[src/rtl/exc_tracker.sv]
// Exception origination and precise-exception tracking: one exception record
// rides each pipeline register; the MEM/WB record is presented to CP0 at commit.
module exc_tracker (
  input  logic        clk,
  input  logic        reset,
  input  logic        flush,
  input  logic        fd_load,
  input  logic        de_load,
  input  logic        em_load,
  input  logic        mw_load,
  input  logic [31:0] if_pc,
  input  logic        id_valid,
  input  logic        id_is_branch,
  input  logic        id_ri,
  input  logic        id_syscall,
  input  logic        id_break,
  input  logic        id_eret,
  input  logic        ex_ov,
  input  logic [31:0] mem_addr,
  input  logic        mem_rd,
  input  logic        mem_wr,
  input  logic [1:0]  mem_size,
  input  logic        mw_valid,
  input  logic        int_pending,
  output logic        exception,
  output logic [4:0]  exccode,
  output logic [31:0] badvaddr,
  output logic [31:0] epc_pc,
  output logic        is_delay_slot,
  output logic        mem_kill
);

  typedef struct packed {
    logic        exc;
    logic [4:0]  code;
    logic [31:0] badvaddr;
    logic [31:0] pc;
    logic        ds;
  } rec_t;

  localparam logic [4:0] CODE_INT  = 5'd0;
  localparam logic [4:0] CODE_ADEL = 5'd4;
  localparam logic [4:0] CODE_ADES = 5'd5;
  localparam logic [4:0] CODE_SYS  = 5'd8;
  localparam logic [4:0] CODE_BP   = 5'd9;
  localparam logic [4:0] CODE_RI   = 5'd10;
  localparam logic [4:0] CODE_OV   = 5'd12;
  localparam logic [4:0] CODE_ERET = 5'd31;

  // p0 = IF/ID, p1 = ID/EX, p2 = EX/MEM, p3 = MEM/WB
  rec_t        rec_p0, rec_p1, rec_p2, rec_p3;
  rec_t        fd_nxt, de_nxt, em_nxt, mw_nxt;
  logic        ds_flag;
  logic [31:0] last_badvaddr;
  logic        mem_misal;
  logic        commit_raise;
  logic        commit_addr_exc;

  function automatic logic misaligned(input logic [1:0] addr_lo, input logic [1:0] size);
    logic m;
    case (size)
      2'd1:    m = addr_lo[0];
      2'd2:    m = (addr_lo != 2'b00);
      default: m = 1'b0;
    endcase
    return m;
  endfunction

  // An earlier-stage cause is never overwritten; ID causes follow RI > Sys > Bp > ERET.
  function automatic rec_t id_merge(input rec_t r, input logic ri, input logic sys,
                                    input logic brk, input logic eret);
    rec_t m;
    m = r;
    if (!r.exc) begin
      if (ri) begin
        m.exc  = 1'b1;
        m.code = CODE_RI;
      end else if (sys) begin
        m.exc  = 1'b1;
        m.code = CODE_SYS;
      end else if (brk) begin
        m.exc  = 1'b1;
        m.code = CODE_BP;
      end else if (eret) begin
        m.exc  = 1'b1;
        m.code = CODE_ERET;
      end
    end
    return m;
  endfunction

  assign mem_misal = (mem_rd | mem_wr) & misaligned(mem_addr[1:0], mem_size);

  always_comb begin
    fd_nxt    = '0;
    fd_nxt.pc = if_pc;
    if (if_pc[1:0] != 2'b00) begin
      fd_nxt.exc      = 1'b1;
      fd_nxt.code     = CODE_ADEL;
      fd_nxt.badvaddr = if_pc;
    end

    de_nxt    = id_merge(rec_p0, id_ri, id_syscall, id_break, id_eret);
    de_nxt.ds = ds_flag;

    em_nxt = rec_p1;
    if (!rec_p1.exc && ex_ov) begin
      em_nxt.exc  = 1'b1;
      em_nxt.code = CODE_OV;
    end

    mw_nxt = rec_p2;
    if (!rec_p2.exc && mem_misal) begin
      mw_nxt.exc      = 1'b1;
      mw_nxt.code     = mem_rd ? CODE_ADEL : CODE_ADES;
      mw_nxt.badvaddr = mem_addr;
    end
  end

  // Pipeline register captures: IF/ID, ID/EX, EX/MEM, MEM/WB
  always_ff @(posedge clk) begin
    if (reset) begin
      rec_p0        <= '0;
      rec_p1        <= '0;
      rec_p2        <= '0;
      rec_p3        <= '0;
      ds_flag       <= 1'b0;
      last_badvaddr <= '0;
    end else begin
      if (commit_raise && commit_addr_exc)
        last_badvaddr <= rec_p3.badvaddr;
      if (flush) begin
        rec_p0  <= '0;
        rec_p1  <= '0;
        rec_p2  <= '0;
        rec_p3  <= '0;
        ds_flag <= 1'b0;
      end else begin
        if (fd_load)
          rec_p0 <= fd_nxt;
        if (de_load) begin
          rec_p1 <= de_nxt;
          // Bubbles leave the flag alone so a slot behind a bubble is still marked.
          if (id_valid)
            ds_flag <= id_is_branch;
        end
        if (em_load)
          rec_p2 <= em_nxt;
        if (mw_load)
          rec_p3 <= mw_nxt;
      end
    end
  end

  // Commit stage: combinational presentation of the MEM/WB record
  assign commit_raise    = mw_valid & (rec_p3.exc | int_pending);
  assign commit_addr_exc = rec_p3.exc & ~int_pending &
                           ((rec_p3.code == CODE_ADEL) || (rec_p3.code == CODE_ADES));

  assign exception     = commit_raise;
  assign exccode       = int_pending ? CODE_INT : rec_p3.code;
  // Non-address causes replay the previous BadVAddr so CP0's write is a no-op.
  assign badvaddr      = commit_addr_exc ? rec_p3.badvaddr : last_badvaddr;
  assign epc_pc        = rec_p3.pc;
  assign is_delay_slot = rec_p3.ds;
  assign mem_kill      = rec_p2.exc | mem_misal | commit_raise;

endmodule

[config.mk]
export PLATFORM = sky130hd
export DESIGN_NAME = exc_tracker
export DESIGN_NICKNAME = d
export VERILOG_FILES = /design/src/rtl/exc_tracker.sv
export SDC_FILE = /design/constraint.sdc
export NUM_CORES = 1
export LEC_CHECK = 0
export CORE_MARGIN = 4
export CORE_UTILIZATION = 35
export CTS_CLUSTER_SIZE = 30
export DETAILED_ROUTE_END_ITERATION = 6
export GPL_ROUTABILITY_DRIVEN = 0
export GPL_TIMING_DRIVEN = 0
export PLACE_DENSITY = 0.58
export SYNTH_ARGS = -nofsm -noshare
export SYNTH_HDL_FRONTEND = slang
export SYNTH_SLANG_ARGS = --single-unit
export TNS_END_PERCENT = 5
[constraint.sdc]
create_clock -name clk -period 2.3 [get_ports clk]
set_clock_uncertainty 0.1 [all_clocks]
set_input_delay 0.46 -clock clk [delete_from_list [all_inputs] [get_ports clk]]
set_output_delay 0.46 -clock clk [all_outputs]
set_load 0.01 [all_outputs]
After elaboration in Yosys (flattened, before gate mapping). Index checks and enable logic that the tools add are counted.

Bits in registers: 316. Latch bits: 0. Bits in writable memories: 0. ROM bits: 0. Output and inout bits: 72. Logic and storage cells: 56. Memories: 0.

$add $sub $neg: 0. Multiply operators: 0. Div/mod/pow operators: 0. Order comparisons: 0. Equality and inequality tests: 4. Shift-type cells: 0. Multiplexer cells: 12. Bitwise gates (word level): 9. Reductions and logical operators: 10.

Operators with widths (count): 38-bit two-way mux (2); 6-bit two-way mux (6); 32-bit two-way mux (1); 5-bit by 3-bit == test with 1-bit output (second input constant) (2); 5-bit two-way mux (1); 1-bit bitwise AND (4); 1-bit bitwise OR (4); 2-bit nonzero test (2); 1-bit logical AND (3); 2-bit by 1-bit == test with 1-bit output (second input constant) (1); 2-bit == test (second input constant) (1); 1-bit logical NOT (2); 1-bit one-hot mux with 2 select lines (1); 2-bit AND reduction (1); 2-bit OR reduction (1); 1-bit logical OR (1); 1-bit two-way mux (1); 1-bit inverter (1).

Logic depth before layout (Yosys ltp).
Depth in word-level cells: 5. Mapped depth: 7. Mapped depth without buffers: 6.

Worst setup path before layout. No wires, ideal clock.

Path type: input -> output. From: input int_pending. To: output badvaddr[1]. Arrival time: 1277 ps. Slack: 463 ps. Cell stages on the path: 4. Buffers on the path: 1. Path through: nor2b_4 > nand3_4 > buf_6 > mux2_1.

Word-level cells in the longest chain between the ends: 4.

Ends and longest elaborated chain: from (decl) (line 24) `input logic int_pending,`; 1-bit inverter (line 157) `assign commit_addr_exc = rec_p3.exc & ~int_pending &`; 1-bit bitwise AND (2 in series) (line 157); 32-bit two-way mux (line 163) `assign badvaddr = commit_addr_exc ? rec_p3.badvaddr : last_badvaddr;`; to (decl) (line 27) `output logic [31:0] badvaddr,`.

No other way between the ends.

Final worst setup path.
From: register rec_p3[69] in the netlist's numbering. To: output badvaddr[24].

Word-level cells in the longest chain between the ends: 4. Elaborated cells between the ends (all ways): 5. Classes of those cells: eq/ne (2); mux (1); bitwise (1); reduce/logical (1).

Ends and longest elaborated chain: from (decl) (line 51) `rec_t rec_p0, rec_p1, rec_p2, rec_p3;`; from (signal assigned) (line 150) `rec_p3 <= mw_nxt;`; 5-bit by 3-bit == test with 1-bit output (line 158) `((rec_p3.code == CODE_ADEL) || (rec_p3.code == CODE_ADES));`; 1-bit logical OR * (line 158); 1-bit bitwise AND * (line 157); 32-bit two-way mux * (line 163).

Mark *: on every way between the ends. The rest lies on a longest branch, timed or not.

==> impl_metrics.tcl <==
set metrics [dict create \
    status "finished, violations left" \
    violations "negative setup slack" \
    synth_top_area_cell "dfxtp_1" \
    dieArea_sq_um 37800 \
    grt_usage_pct 15.7 \
    max_freq_mhz 392 \
    end_kind "output port" \
    ant_nets 0 \
    postCtsHoldBufs 0 \
    synth-seq-cells 311 \
    port_buffers 150 \
    p_leak_nw 6.45 \
    synth_flop_cell "dfxtp_1" \
    startpoint "rec_p3[69]" \
    via_count 8769 \
    critical_path_class "reg -> out" \
    hold_viol_final 0 \
    clock-root-buffer "clkbuf_16" \
    gr-total-overflow 0 \
    antenna_found_initial 3 \
    fp.dieW_um 194 \
    synth_top_area_share_pct 51.2 \
    slew_headroom_pct 56.8 \
    placedInstanceArea_sq_um 14200 \
    synth_top_cells_by_area "dfxtp_1 (51%), mux2i_1 (19%), nor2_1 (7.3%), mux2_2 (2.4%), buf_4 (2.3%)" \
    yosysWarnings 0 \
    drc 0 \
    rsz0062_at_grt "yes" \
    max-vdd-ir-drop_mv 0.569 \
    clkSinkCount 311 \
    final_area_sq_um 15500 \
    grt_max_degree 15 \
    hold_start "reset" \
    start_util_pct 35.3 \
    synth_edf_count 0 \
    fillers 3367 \
    ys_types 41 \
    syn_nets 1328 \
    coreArea_sq_um 34500 \
    synth_common_cells "dfxtp_1 (311), nor2_1 (238), mux2i_1 (226)" \
    setup_slack_ns -0.249 \
    grt_pass1_wl_um 48800 \
    drv_slew 0 \
    cts.htree.levels 1 \
    nNetsFinal 1520 \
    power_density_nw_per_um2 730 \
    grt_pass1_vias 8602 \
    fin_crit_sh_pct 111 \
    synth_most_common_cell "dfxtp_1" \
    crit_path_max_fanout 5 \
    async_flop_share_pct 0 \
    setup_viol 32 \
    die_h_um 194 \
    worst_pin_slew_ns 0.648 \
    min_period_ns 2.55 \
    rows 68 \
    cts_buffer_depth 3 \
    worstSkewPairLatency_ns 0.55 \
    max_cap_violations 0 \
    worstPathArrival_ns 1.99 \
    finalWirelength_um 30400 \
    drt_iter0_markers 301 \
    clk_pin_slew_worst_paths_ns 0.06 \
    wl_per_cell_um 15.9 \
    hpwl_um 22800 \
    place_ws_ns -0.704 \
    hold_path_class "in -> reg" \
    area_delta_synth_final_pct 27.1 \
    drtPass1Iterations 5 \
    cts_tree "yes" \
    ioPinCount 156 \
    timing.hold.ws_ns 0.187 \
    cp.required_ns 1.74 \
    seq_area_frac_synth_pct 51.2 \
    synth_cells 1242 \
    reg2reg_from "rec_p2[70]" \
    via_per_inst 4.59 \
    startpoint_type "register" \
    layout-drive-gt1-share_pct 15.7 \
    numCtsBuffers 31 \
    avgSynthCellArea_sq_um 9.80 \
    post_synth_instance_area_sq_um 12200 \
]
-- worst paths after layout --
check                                        end  slack [ns]  cells after the start
worst max register to register        rec_p3[62]        0.73                      5
worst min-delay path            last_badvaddr[0]        0.19                      2
worst min register to register           ds_flag        0.37                      2
worst max-delay path                badvaddr[24]       -0.25                      6
-- final cells by class --
type                       count  area (sq um)  area share [%]
multi-input combinational    804          5230            33.8
clock buffer                  47           916            5.92
inverter                       4          15.0          0.0971
sequential                   311          6230            40.3
timing repair buffer         159          1650            10.6
tap                          455           569            3.68
clock inverter                 4          95.1           0.615
antenna                        2          5.00          0.0324
buffer                       123           754            4.88
-- registers in the layout, summed over array words and instances, names as in the netlist, 6 cells and up --
signal         cells
em_nxt            65
de_nxt            64
rec_p2            38
rec_p3            38
mw_nxt            33
epc_pc            32
last_badvaddr     32
rec_p1             6
-- logic make-up after synthesis --
kind of cell / share of synthesized area (%)
multiplexers: 21.6
adder cells (fa/ha/maj): 0.206
flip-flops: 51.2
AO/OA/AOI/OAI: 6.22
AND/OR/NAND/NOR: 14.6
buffers and inverters: 6.23
-- stage by stage --
step	TNS, ns	total power, W	instances	utilization (%)
2_1_floorplan	0	0.00605	1242	-
3_3_place_gp	-27.31	0.00638	1847	41.3
3_5_place_dp	-28.09	0.00638	1847	41.3
4_1_cts	-8.07	0.0114	1907	44.8
5_1_grt	-9.32	0.0117	1909	44.9
6_report	-7.04	0.0113	1909	44.9
-- worst max-delay path, cell delays in order (launching register included) --
cell	delay, ns
dfxtp_2	0.32
and2b_2	0.25
nand3_4	0.13
buf_6	0.14
buf_8	0.12
mux2_2	0.33
buf_2	0.15
-- what timing repair did --
item                       CTS  global route
pin swaps                    1             0
resized for setup          182             4
gates cloned                 2             0
setup endpoints to repair   37            33
setup buffers                7             0
-- layout by cell type, fill, tap and decap left out, types with 40 or more instances in the layout --
master           instances
a21oi_1                 52
mux2i_1                226
buf_2                   50
buf_4                   40
buf_6                   41
o21ai_0                 40
nor2_1                 238
dfxtp_1                308
clkdlybuf4s50_1        114
nand2b_1                43
nand2_1                 72
-- routing by layer --
layer	wire length [um]	track usage [%]	share of wire, %	vias up
li1	-	-	-	4558
met1	14500	21.8	48	4018
met2	13900	25.7	46	150
met3	1340	2.70	4.4	41
met4	613	3.75	2.0	2
met5	11	0	0.036	-
-- where the power goes --
part	total [W]	switching [W]	leakage [nW]	internal (W)
logic	0.000750	0.000412	3.44	0.000338
registers	0.00551	0.0000497	2.52	0.00546
clock network	0.00503	0.00199	0.495	0.00304
No activity file was read; power rests on OpenSTA's default activity.
